[src/rtl/muldiv_pkg.sv]
// Shared constants and types for the iterative RV32M multiply/divide unit.
package muldiv_pkg;

  localparam logic [2:0] F3_MUL    = 3'b000;
  localparam logic [2:0] F3_MULH   = 3'b001;
  localparam logic [2:0] F3_MULHSU = 3'b010;
  localparam logic [2:0] F3_MULHU  = 3'b011;
  localparam logic [2:0] F3_DIV    = 3'b100;
  localparam logic [2:0] F3_DIVU   = 3'b101;
  localparam logic [2:0] F3_REM    = 3'b110;
  localparam logic [2:0] F3_REMU   = 3'b111;

  localparam logic [6:0] FUNCT7_M  = 7'b0000001;

  typedef enum logic [1:0] {
    IDLE,
    CALC,
    FIX,
    DONE
  } state_e;

  // rs1 is treated as signed by everything except the fully unsigned ops
  function automatic logic op_signed_a(input logic [2:0] f3);
    return (f3 != F3_MULHU) && (f3 != F3_DIVU) && (f3 != F3_REMU);
  endfunction

  function automatic logic op_signed_b(input logic [2:0] f3);
    return (f3 == F3_MUL) || (f3 == F3_MULH) || (f3 == F3_DIV) || (f3 == F3_REM);
  endfunction

endpackage

[src/rtl/muldiv_datapath.sv]
// Magnitude shift-add multiply / restoring divide datapath with final sign fix.
// One 2*DATA_W accumulator serves as product (mul) or {remainder, quotient} (div).
module muldiv_datapath
  import muldiv_pkg::*;
#(
  parameter int DATA_W = 32
) (
  input  logic              clk,
  input  logic              reset,
  input  logic              load,
  input  logic              step,
  input  logic              fix,
  input  logic              spec_load,
  input  logic [2:0]        funct3,
  input  logic [DATA_W-1:0] src_a,
  input  logic [DATA_W-1:0] src_b,
  input  logic [DATA_W-1:0] spec_val,
  output logic [DATA_W-1:0] result
);

  logic [2*DATA_W-1:0] acc_reg;
  logic [DATA_W-1:0]   opnd_reg;
  logic [2:0]          op_reg;
  logic                sign_a_reg;
  logic                sign_b_reg;
  logic [DATA_W-1:0]   result_reg;

  logic                neg_a, neg_b;
  logic [DATA_W-1:0]   mag_a, mag_b;
  logic [DATA_W:0]     mul_sum;
  logic [2*DATA_W-1:0] mul_next;
  logic [DATA_W:0]     div_trial;
  logic [2*DATA_W-1:0] div_next;
  logic [2*DATA_W-1:0] prod_fix;
  logic [DATA_W-1:0]   quo_fix, rem_fix;
  logic [DATA_W-1:0]   fix_val;

  assign neg_a = op_signed_a(funct3) & src_a[DATA_W-1];
  assign neg_b = op_signed_b(funct3) & src_b[DATA_W-1];
  assign mag_a = neg_a ? -src_a : src_a;
  assign mag_b = neg_b ? -src_b : src_b;

  // Multiplier sits in the low half and is consumed one bit per shift
  assign mul_sum  = {1'b0, acc_reg[2*DATA_W-1:DATA_W]} + {1'b0, opnd_reg};
  assign mul_next = acc_reg[0] ? {mul_sum, acc_reg[DATA_W-1:1]}
                               : {1'b0, acc_reg[2*DATA_W-1:1]};

  // Trial subtract on {remainder, next dividend bit}; carry-out bit set means negative
  assign div_trial = acc_reg[2*DATA_W-1:DATA_W-1] - {1'b0, opnd_reg};
  assign div_next  = div_trial[DATA_W] ? {acc_reg[2*DATA_W-2:0], 1'b0}
                                       : {div_trial[DATA_W-1:0], acc_reg[DATA_W-2:0], 1'b1};

  assign prod_fix = (sign_a_reg ^ sign_b_reg) ? -acc_reg : acc_reg;
  assign quo_fix  = (sign_a_reg ^ sign_b_reg) ? -acc_reg[DATA_W-1:0] : acc_reg[DATA_W-1:0];
  assign rem_fix  = sign_a_reg ? -acc_reg[2*DATA_W-1:DATA_W] : acc_reg[2*DATA_W-1:DATA_W];

  always_comb begin
    fix_val = prod_fix[DATA_W-1:0];
    case (op_reg)
      F3_MUL:                      fix_val = prod_fix[DATA_W-1:0];
      F3_MULH, F3_MULHSU, F3_MULHU: fix_val = prod_fix[2*DATA_W-1:DATA_W];
      F3_DIV, F3_DIVU:             fix_val = quo_fix;
      default:                     fix_val = rem_fix;
    endcase
  end

  always_ff @(posedge clk) begin
    if (reset) begin
      acc_reg    <= '0;
      opnd_reg   <= '0;
      op_reg     <= '0;
      sign_a_reg <= 1'b0;
      sign_b_reg <= 1'b0;
      result_reg <= '0;
    end else begin
      if (load) begin
        op_reg     <= funct3;
        sign_a_reg <= neg_a;
        sign_b_reg <= neg_b;
        acc_reg    <= funct3[2] ? {{DATA_W{1'b0}}, mag_a} : {{DATA_W{1'b0}}, mag_b};
        opnd_reg   <= funct3[2] ? mag_b : mag_a;
      end else if (step) begin
        acc_reg <= op_reg[2] ? div_next : mul_next;
      end
      if (fix) begin
        result_reg <= fix_val;
      end else if (spec_load) begin
        result_reg <= spec_val;
      end
    end
  end

  assign result = result_reg;

endmodule

[src/rtl/muldiv_unit.sv]
// Iterative RV32M multiply/divide unit: control FSM, iteration counter,
// divide special-case shortcut and pipeline stall request.
module muldiv_unit
  import muldiv_pkg::*;
#(
  parameter int DATA_W = 32
) (
  input  logic              clk,
  input  logic              reset,
  input  logic              start,
  input  logic [2:0]        funct3,
  input  logic [DATA_W-1:0] src_a,
  input  logic [DATA_W-1:0] src_b,
  input  logic              flush,
  output logic              busy,
  output logic              done,
  output logic [DATA_W-1:0] result,
  output logic              stall_req
);

  localparam int               CW   = $clog2(DATA_W);
  localparam logic [CW-1:0]    LAST = CW'(DATA_W - 1);
  localparam logic [DATA_W-1:0] MIN_NEG = {1'b1, {(DATA_W-1){1'b0}}};

  state_e          state_reg, state_next;
  logic [CW-1:0]   cnt_reg, cnt_next;
  logic            load, step, fix, spec_load;
  logic            div_zero, div_ovf, special;
  logic [DATA_W-1:0] spec_val;

  assign div_zero = funct3[2] && (src_b == '0);
  assign div_ovf  = funct3[2] && !funct3[0] && (src_a == MIN_NEG) && (src_b == '1);
  assign special  = div_zero || div_ovf;

  // funct3[1] separates REM/REMU from DIV/DIVU
  always_comb begin
    spec_val = '1;
    if (div_zero)
      spec_val = funct3[1] ? src_a : '1;
    else if (div_ovf)
      spec_val = funct3[1] ? '0 : MIN_NEG;
  end

  always_ff @(posedge clk) begin
    if (reset) begin
      state_reg <= IDLE;
      cnt_reg   <= '0;
    end else begin
      state_reg <= state_next;
      cnt_reg   <= cnt_next;
    end
  end

  always_comb begin
    state_next = state_reg;
    cnt_next   = cnt_reg;
    load       = 1'b0;
    step       = 1'b0;
    fix        = 1'b0;
    spec_load  = 1'b0;
    case (state_reg)
      IDLE: begin
        if (start) begin
          load     = 1'b1;
          cnt_next = '0;
          if (special) begin
            spec_load  = 1'b1;
            state_next = DONE;
          end else begin
            state_next = CALC;
          end
        end
      end
      CALC: begin
        step     = 1'b1;
        cnt_next = cnt_reg + CW'(1);
        if (cnt_reg == LAST)
          state_next = FIX;
      end
      FIX: begin
        fix        = 1'b1;
        state_next = DONE;
      end
      default: state_next = IDLE;
    endcase
    // A flushed instruction must leave no trace: no accept, no result update
    if (flush) begin
      state_next = IDLE;
      load       = 1'b0;
      step       = 1'b0;
      fix        = 1'b0;
      spec_load  = 1'b0;
    end
  end

  muldiv_datapath #(.DATA_W(DATA_W)) u_datapath (
    .clk       (clk),
    .reset     (reset),
    .load      (load),
    .step      (step),
    .fix       (fix),
    .spec_load (spec_load),
    .funct3    (funct3),
    .src_a     (src_a),
    .src_b     (src_b),
    .spec_val  (spec_val),
    .result    (result)
  );

  assign busy      = (state_reg != IDLE);
  assign done      = (state_reg == DONE);
  assign stall_req = (start && (state_reg == IDLE) && !flush)
                   || (state_reg == CALC) || (state_reg == FIX);

endmodule

[config.mk]
export PLATFORM = sky130hd
export DESIGN_NAME = muldiv_unit
export DESIGN_NICKNAME = d
export VERILOG_FILES = /design/src/rtl/muldiv_pkg.sv /design/src/rtl/muldiv_datapath.sv /design/src/rtl/muldiv_unit.sv
export SDC_FILE = /design/constraint.sdc
export NUM_CORES = 1
export LEC_CHECK = 0
export BUFFER_PORTS_ARGS = -buffer_cell sky130_fd_sc_hd__buf_2
export CORE_ASPECT_RATIO = 2
export CORE_UTILIZATION = 31
export CTS_CLUSTER_DIAMETER = 200
export CTS_CLUSTER_SIZE = 8
export DETAILED_ROUTE_END_ITERATION = 12
export SYNTH_ARGS = -nofsm -noshare
export SYNTH_HDL_FRONTEND = slang
export SYNTH_SLANG_ARGS = --single-unit
[constraint.sdc]
create_clock -name clk -period 7 [get_ports clk]
set_input_delay 0 -clock clk [delete_from_list [all_inputs] [get_ports clk]]
set_output_delay 0 -clock clk [all_outputs]
set_load 0.005 [all_outputs]
After elaboration in Yosys (flattened, before gate mapping)

Index checks and enable logic that the tools add are counted.
Widths: inputs -> output; s select.

$add $sub $neg: 8
Equal/unequal tests: 19
Multiplexer cells: 36
Bitwise gates (word level): 3
Reductions and logical operators: 29

Operators with widths:

| cell                 | number |
|---|---|
| $mux 32              | 12 |
| $mux 64              | 6 |
| $neg 32->32          | 4 |
| $pmux 32 s3          | 1 |
| $eq 32x32->1 const B | 2 |
| $neg 64->64          | 1 |
| $add 32x32->33       | 1 |
| $sub 33x32->33       | 1 |
| $logic_not 32->1     | 1 |
| $eq 3x3->1 const B   | 4 |
| $mux 1               | 11 |
| $pmux 5 s2           | 1 |
| $logic_and 1x1->1    | 8 |
| $reduce_bool 2->1    | 4 |
| $eq 3x1->1 const B   | 2 |
| $eq 3x2->1 const B   | 2 |
| $logic_not 3->1      | 2 |
| $logic_or 1x1->1     | 6 |
| $mux 2               | 3 |
| $ne 3x3->1 const B   | 2 |
| $pmux 2 s3           | 1 |
| $add 5x1->5 const B  | 1 |
| $eq 5x5->1 const B   | 1 |
| $mux 5               | 1 |
| 11 further kinds     | 17 |

Bits in registers: 140
Bits of input ports: 71
Output and inout port bits: 35
Logic and storage cells: 103

Logic depth before layout (Yosys ltp)

Gate-level depths: netlist of the first run.

Depth after elaboration: 11
Mapped depth: 14

Modules after synthesis

A second synthesis of the first run with hierarchy kept.

Cell total of the unflattened synthesis: 2195
Area, all modules: 15422.3 um^2

By module, submodules not included:

| module          | times used | cells an instance | area an instance (um^2) | sequential area each (um^2) |
|---|---|---|---|---|
| muldiv_datapath | 1          | 2011              | 14346.3                 | 2662.6 |
| muldiv_unit     | 1          | 184               | 1076.0                  | 140.1 |

Worst setup path before layout of the first run

No wires, ideal clock.

Path kind: register -> register
Start: register u_datapath.acc_reg[31]
End: register u_datapath.acc_reg[43]
Data arrival time: 3068 ps
Required time: 6874 ps
Setup slack: 3806 ps
Cell stages (with the launch flop): 14
Cells stage by stage: dfxtp_1 -> inv_1 -> ha_1 -> fa_1 -> nand2b_1 -> a21oi_1 -> o41ai_4 -> o21ai_0 -> a211oi_1 -> a311oi_4 -> buf_6 -> mux2_2 -> a22oi_1 -> o21ai_0

Longest elaborated chain between the ends: 5

RTL lines:

| item                     | line                  | text |
|---|---|---|
| start: declaration       | muldiv_datapath.sv:21 | `logic [2*DATA_W-1:0] acc_reg;` |
| start signal: assignment | muldiv_datapath.sv:80 | `acc_reg <= funct3[2] ? {{DATA_W{1'b0}}, mag_a} : {{DATA_W{1'b0}}, mag_b};` |
| start signal: assignment | muldiv_datapath.sv:83 | `acc_reg <= op_reg[2] ? div_next : mul_next;` |
| $sub 33x32->33           | muldiv_datapath.sv:49 | `assign div_trial = acc_reg[2*DATA_W-1:DATA_W-1] - {1'b0, opnd_reg};` |
| $mux 64                  | muldiv_datapath.sv:50 | `assign div_next = div_trial[DATA_W] ? {acc_reg[2*DATA_W-2:0], 1'b0}` |
| $mux 64                  | muldiv_datapath.sv:83 |  |
| $mux 64                  | muldiv_datapath.sv:82 | `end else if (step) begin` |
| $mux 64                  | muldiv_datapath.sv:76 | `if (load) begin` |

Every way passes these cells. The select of a mux whose other input is x is not followed.
A chain may end at the register's enable or synchronous reset.

Worst setup path in the final report of the first run

Same ends and word-level chain as after synthesis.

==> flow_metrics.py, run 1 <==
metrics = {
    "timing": {
        "drv_slew": 0,
        "setup_viol": 0,
        "hold_violations": 0,
        "rsz0062_at_grt": "false",
        "period_share_pct": 66.2,
        "fmax_mhz": 216,
        "slew_headroom_pct": 10.9,
        "fin_skew_ns": 0.0102,
        "tightestPinTransition_ns": 1.33,
        "period_needed_ns": 4.63,
        "tns_ns": 0,
    },
    "detailed_routing": {
        "drtAntennaViolNets": 0,
        "drc": 0,
        "vias": 17200,
        "routed_wl_um": 73300,
        "drt-initial-drc-count": 1509,
        "via_per_inst": 6.16,
        "wire_per_inst_um": 26.3,
        "dr.pass1.iters": 6,
    },
    "synth": {
        "async_reset_ff_share_pct": 0,
        "ys.flop_type": "dfxtp_1",
        "synth_edf_count": 0,
        "ys_seq_area_share_pct": 18.5,
        "yosys.area.top_type": "dfxtp_1",
        "synth.net_count": 2265,
        "yosysWarnings": 0,
        "syn_area_mm2": 0.0152,
        "syn_area_per_cell_um2": 7.17,
        "yosysUniqueCellTypes": 88,
        "synth_cells": 2116,
        "synth_top_cell_area_share_pct": 18.5,
        "synth_area_leaders": "dfxtp_1 (18%), ha_1 (6.3%), a21oi_1 (6.2%)",
        "synth-seq-cells": 140,
    },
    "power": {
        "power_density_mw_per_mm2": 169,
        "power_leakage_uw": 0.00632,
        "vdd_drop_max_uv": 183,
    },
    "global_routing": {
        "grt_usage_pct": 29.9,
        "grt_start_max_net_pins": 88,
        "grt_first_pass_wirelength_um": 107000,
        "grt_pass1_vias": 16800,
        "antenna_found_initial": 1,
        "overflow": 0,
    },
    "clock_network": {
        "cts_max_path_buffers": 2,
        "clk_pin_slew_ns": 0.07,
        "clk_latency_ns": 0.46,
        "cts_buffers": 17,
        "htreeDepth": 4,
        "post_cts_buffers": 0,
        "clockRootBuffer": "clkbuf_16",
        "cts_tree": "yes",
        "clock_sink_count": 140,
    },
    "worst_setup_path": {
        "worstSetupPathType": "flop to flop",
        "cp_max_fo": 25,
        "ff2ff_path_depth": 13,
        "worstPathRequired_ns": 7.31,
        "critical_path_arrival_ns": 4.94,
        "critPathCaptureType": "flop",
        "cp-start-kind": "flop",
    },
    "floorplanning": {
        "rows": 114,
        "die_y_um": 315,
        "die_w_um": 158,
        "dieArea_mm2": 0.0499,
        "core_area_mm2": 0.0484,
        "num_io_pins": 106,
        "start_util_pct": 31.4,
    },
    "place": {
        "routabilityCongestion": 1.11,
        "portBuffers": 105,
        "place_area_mm2": 0.0161,
        "dp_cells": 2735,
        "hpwl_um": 55800,
    },
    "final_layout": {
        "nets": 2285,
        "layout_commonest_cell": "nand2_1",
        "area_delta_synth_final_pct": 11.7,
        "final_cells": 2789,
        "largest_reg_flops": 64,
        "post_route_cells_drive_above_1_share_pct": 10.7,
        "layout_common_cells": "nand2_1 (249), nor2_1 (187), a21oi_1 (187)",
        "design_area_mm2": 0.0170,
    },
    "min_path": {
        "hp-class": "primary input to flop",
        "hold-path-cell-count": 4,
    },
    "status": {
        "status": "finished, final reports clean",
    },
    "job": {
        "maxCapViolations": 0,
    },
}
power breakdown:
group | total (uW) | switching [uW] | internal, uW
clock | 1020 | 419 | 604
sequential | 896 | 68.1 | 828
combinational | 939 | 618 | 321
total | 2860 | 1110 | 1750
stage by stage:
step	hold WS [ns]	power (uW)	utilization, %	setup slack, ns
6_report	0.0171	2860	35.1	2.37
5_1_grt	0.0115	2960	35.1	2.19
3_3_place_gp	0.352	1790	33.3	2.52
4_1_cts	0.00310	2810	35.0	2.42
2_1_floorplan	0.0785	1490	-	3.81
3_5_place_dp	0.363	1790	33.3	2.45
cells in the mapped netlist (all sizes together) (31+ instances only):
library cell	instances
a211oi	50
a21oi	188
a31oi	39
buf	33
clkbuf	122
dfxtp	140
ha	76
inv	64
mux2i	65
nand2	252
nand2b	36
nand3	31
nor2	190
nor3	44
o211ai	67
o21ai	142
o31ai	31
xnor2	107
xor2	78
per-layer routing:
layer / vias to the layer above / part of all wire [%] / GRT usage, %
met4: 0 / 12 / 30.8
met3: 352 / 5.9 / 5.51
met2: 927 / 50 / 52.8
met5: - / 0 / 0
met1: 8121 / 32 / 27.8
li1: 7773 / - / -
path summary, 6_finish.rpt:
check | slack [ns] | to | from
worst min register to register | 0.46 | u_datapath.result[3]$_SDFFE_PP0P_ | u_datapath.result[3]$_SDFFE_PP0P_
worst max-delay path | 2.37 | u_datapath.acc_reg[43]$_SDFFE_PP0P_ | u_datapath.acc_reg[31]$_SDFFE_PP0P_
worst min-delay path | 0.02 | u_datapath.result[9]$_SDFFE_PP0P_ | src_a[9]
worst max register to register | 2.37 | u_datapath.acc_reg[43]$_SDFFE_PP0P_ | u_datapath.acc_reg[31]$_SDFFE_PP0P_
cell families after synthesis:
group / synth area share [%]
compound gates: 30.7
simple gates: 22.9
xor+xnor: 10.7
buf+inv: 5.95
fa+ha+maj: 6.53
mux: 4.81
flops: 18.5
area by class of cell:
class,count,area [um2]
antenna,2,5.00
clock buffer,18,429
clock inverter,14,206
fill,5158,31400
inverter,66,248
multi-input combinational,1755,11500
sequential,140,2810
tap,638,798
timing repair buffer,156,958
critical path, cell delays in order, from the launching register on:
cell and delay [ns]:
dfxtp_1 0.40, inv_1 0.10, ha_1 0.22, fa_1 0.41, nand2b_1 0.21, a21oi_1 0.32
o41ai_4 0.17, o21ai_0 0.43, a211oi_1 0.19, a311oi_4 0.88, buf_4 0.49, mux2_2 0.38
a22oi_1 0.14, o21ai_0 0.11
repair_timing:
action / in CTS / in global routing
hold buffers: 19 / 0
endpoints found under the hold margin: 20 / 0
gates resized for setup: 0 / 0
setup endpoints to repair: 0 / 0
(Power assumes the default switching activity.)
==> inputs of run 2 (changes only) <==
==> constraint.sdc (replaced) <==
create_clock -name clk -period 4.55 [get_ports clk]
set_input_delay 0 -clock clk [delete_from_list [all_inputs] [get_ports clk]]
set_output_delay 0 -clock clk [all_outputs]
set_load 0.005 [all_outputs]
==> run 2 against run 1 <==
  * Sequential share of layout area down 0.11 points
  * Fmax up 15%
  * The flow now finishes with violations (max-capacitance violations)
  * Setup slack worse by 1.8 ns
  * Flip-flop and latch count unchanged
  * Clock skew up 0.0036 ns
  * Design area up 0.69%
  * Via count shrank 0.44%
  * Critical path depth is the same
==> flow_metrics.py, run 2 (same netlist as run 1, synthesis figures left out) <==
metrics = {
    "power": {
        "power_leakage_uw": 0.00640,
        "power_density_mw_per_mm2": 250,
        "total_power_uw": 4260,
        "vdd_drop_max_uv": 255,
    },
    "timing": {
        "fin_skew_ns": 0.0138,
        "slew_headroom_pct": 1.25,
        "rsz0062_at_grt": "false",
        "tightestPinTransition_ns": 1.47,
        "hold_slack_ns": 0.0167,
        "setup_viol": 0,
        "period_share_pct": 88.4,
        "drv_slew": 0,
        "tns_ns": 0,
        "period_needed_ns": 4.02,
        "fmax_mhz": 249,
        "hold_violations": 0,
    },
    "detailed_routing": {
        "routed_wl_um": 73200,
        "drt-initial-drc-count": 1327,
        "vias": 17100,
        "drtAntennaViolNets": 0,
        "drc": 0,
        "wire_per_inst_um": 26.1,
        "via_per_inst": 6.08,
        "dr.pass1.iters": 6,
    },
    "global_routing": {
        "overflow": 0,
        "antenna_found_initial": 1,
        "grt_usage_pct": 29.8,
        "met3_usage_pct": 6.36,
        "grt_pass1_vias": 17400,
        "use_met1_pct": 26.6,
        "grt-busiest-layer": "met2",
        "grt_start_max_net_pins": 73,
        "grt_first_pass_wirelength_um": 108000,
        "grt_use_met2_pct": 52.6,
    },
    "worst_setup_path": {
        "critPathCaptureType": "flop",
        "critical_path_arrival_ns": 4.33,
        "ff2ff_path_depth": 13,
        "worstSetupPathType": "flop to flop",
        "worstPathRequired_ns": 4.85,
        "cp-start-kind": "flop",
        "cp_max_fo": 25,
    },
    "floorplanning": {
        "start_util_pct": 31.4,
        "num_io_pins": 106,
        "core_area_mm2": 0.0484,
        "die_y_um": 315,
        "rows": 114,
        "dieArea_mm2": 0.0499,
        "die_w_um": 158,
    },
    "final_layout": {
        "nFillCells": 5214,
        "post_route_cells_drive_above_1_share_pct": 11.7,
        "seq_area_mm2": 0.00281,
        "area_delta_synth_final_pct": 12.5,
        "layout_commonest_cell": "nand2_1",
        "nets": 2307,
        "final_cells": 2810,
        "layout_common_cells": "nand2_1 (249), nor2_1 (187), a21oi_1 (187)",
        "multiInputGateArea_mm2": 0.0115,
        "largest_reg_flops": 64,
    },
    "clock_network": {
        "clk_pin_slew_ns": 0.07,
        "post_cts_buffers": 0,
        "htreeDepth": 4,
        "clk_latency_ns": 0.46,
        "clockRootBuffer": "clkbuf_16",
        "clock_sink_count": 140,
        "cts_max_path_buffers": 2,
        "cts_tree": "yes",
        "cts_buffers": 17,
        "cts_resized": 0,
    },
    "status": {
        "status": "complete, but fails checks",
        "violations": "max-capacitance violations",
    },
    "job": {
        "maxCapViolations": 1,
    },
    "place": {
        "portBuffers": 105,
        "dp_cells": 2758,
        "routabilityCongestion": 1.12,
        "hpwl_um": 56100,
    },
    "min_path": {
        "hold-path-cell-count": 3,
        "hp-class": "primary input to flop",
    },
}
-- run 2: changes by cell type in the layout (fill, tap and decap cells not counted), sizes merged --
cell / delta
diode: -1
inv: +6
buf: +23
clkbuf: -2
clkinvlp: -2
clkinv: +1
bufinv: -4
-- run 2: metal layers --
metal | part of all wire, % | vias up
li1 | - | 7826
met1 | 31 | 8043
met2 | 50 | 867
met3 | 6.5 | 361
met4 | 12 | 0
met5 | 0 | -
-- run 2: report_power, final --
part           switching, uW  leakage (uW)  internal, uW
Clock                    688      0.000280           727
Combinational            969       0.00499           513
Sequential              90.9       0.00114          1270
-- run 2: final timing paths --
path	from	endpoint	slack, ns
setup / recovery	u_datapath.acc_reg[31]$_SDFFE_PP0P_	u_datapath.acc_reg[35]$_SDFFE_PP0P_	0.53
hold / removal	src_a[6]	u_datapath.result[6]$_SDFFE_PP0P_	0.02
setup reg to reg	u_datapath.acc_reg[31]$_SDFFE_PP0P_	u_datapath.acc_reg[35]$_SDFFE_PP0P_	0.53
hold reg to reg	u_datapath.result[3]$_SDFFE_PP0P_	u_datapath.result[3]$_SDFFE_PP0P_	0.46
-- run 2: layout make-up --
type                            count  area share (%)
Inverter                           66            1.45
Antenna cell                        1          0.0147
Clock inverter                     15           0.857
Multi-Input combinational cell   1755            67.4
Sequential cell                   140            16.4
Tap cell                          638            4.68
Clock buffer                       17            2.49
Timing Repair Buffer              178            6.65
-- run 2: metrics by stage --
step	instance area [um2]	worst slack, ns	utilization (%)
after floorplan	15200	1.36	-
after global placement	16300	0.608	33.7
after detailed placement	16300	0.609	33.7
after CTS	17100	0.595	35.3
after global routing	17100	0.367	35.3
final	17100	0.526	35.3
-- run 2: worst max-delay path, cell delays in order (launching register included) --
cell and delay [ns]:
dfxtp_1 0.40, inv_1 0.12, ha_1 0.22, fa_1 0.39
nand2b_1 0.20, a21oi_1 0.32, o41ai_4 0.14, o21ai_0 0.44
a211oi_1 0.21, a311oi_4 0.53, buf_12 0.27, mux2_2 0.36
a21oi_1 0.13, o21ai_0 0.10
-- run 2: timing repair --
item                                   CTS  global route
hold buffers                            19             0
endpoints found under the hold margin   20             0
setup endpoints to repair                0             0
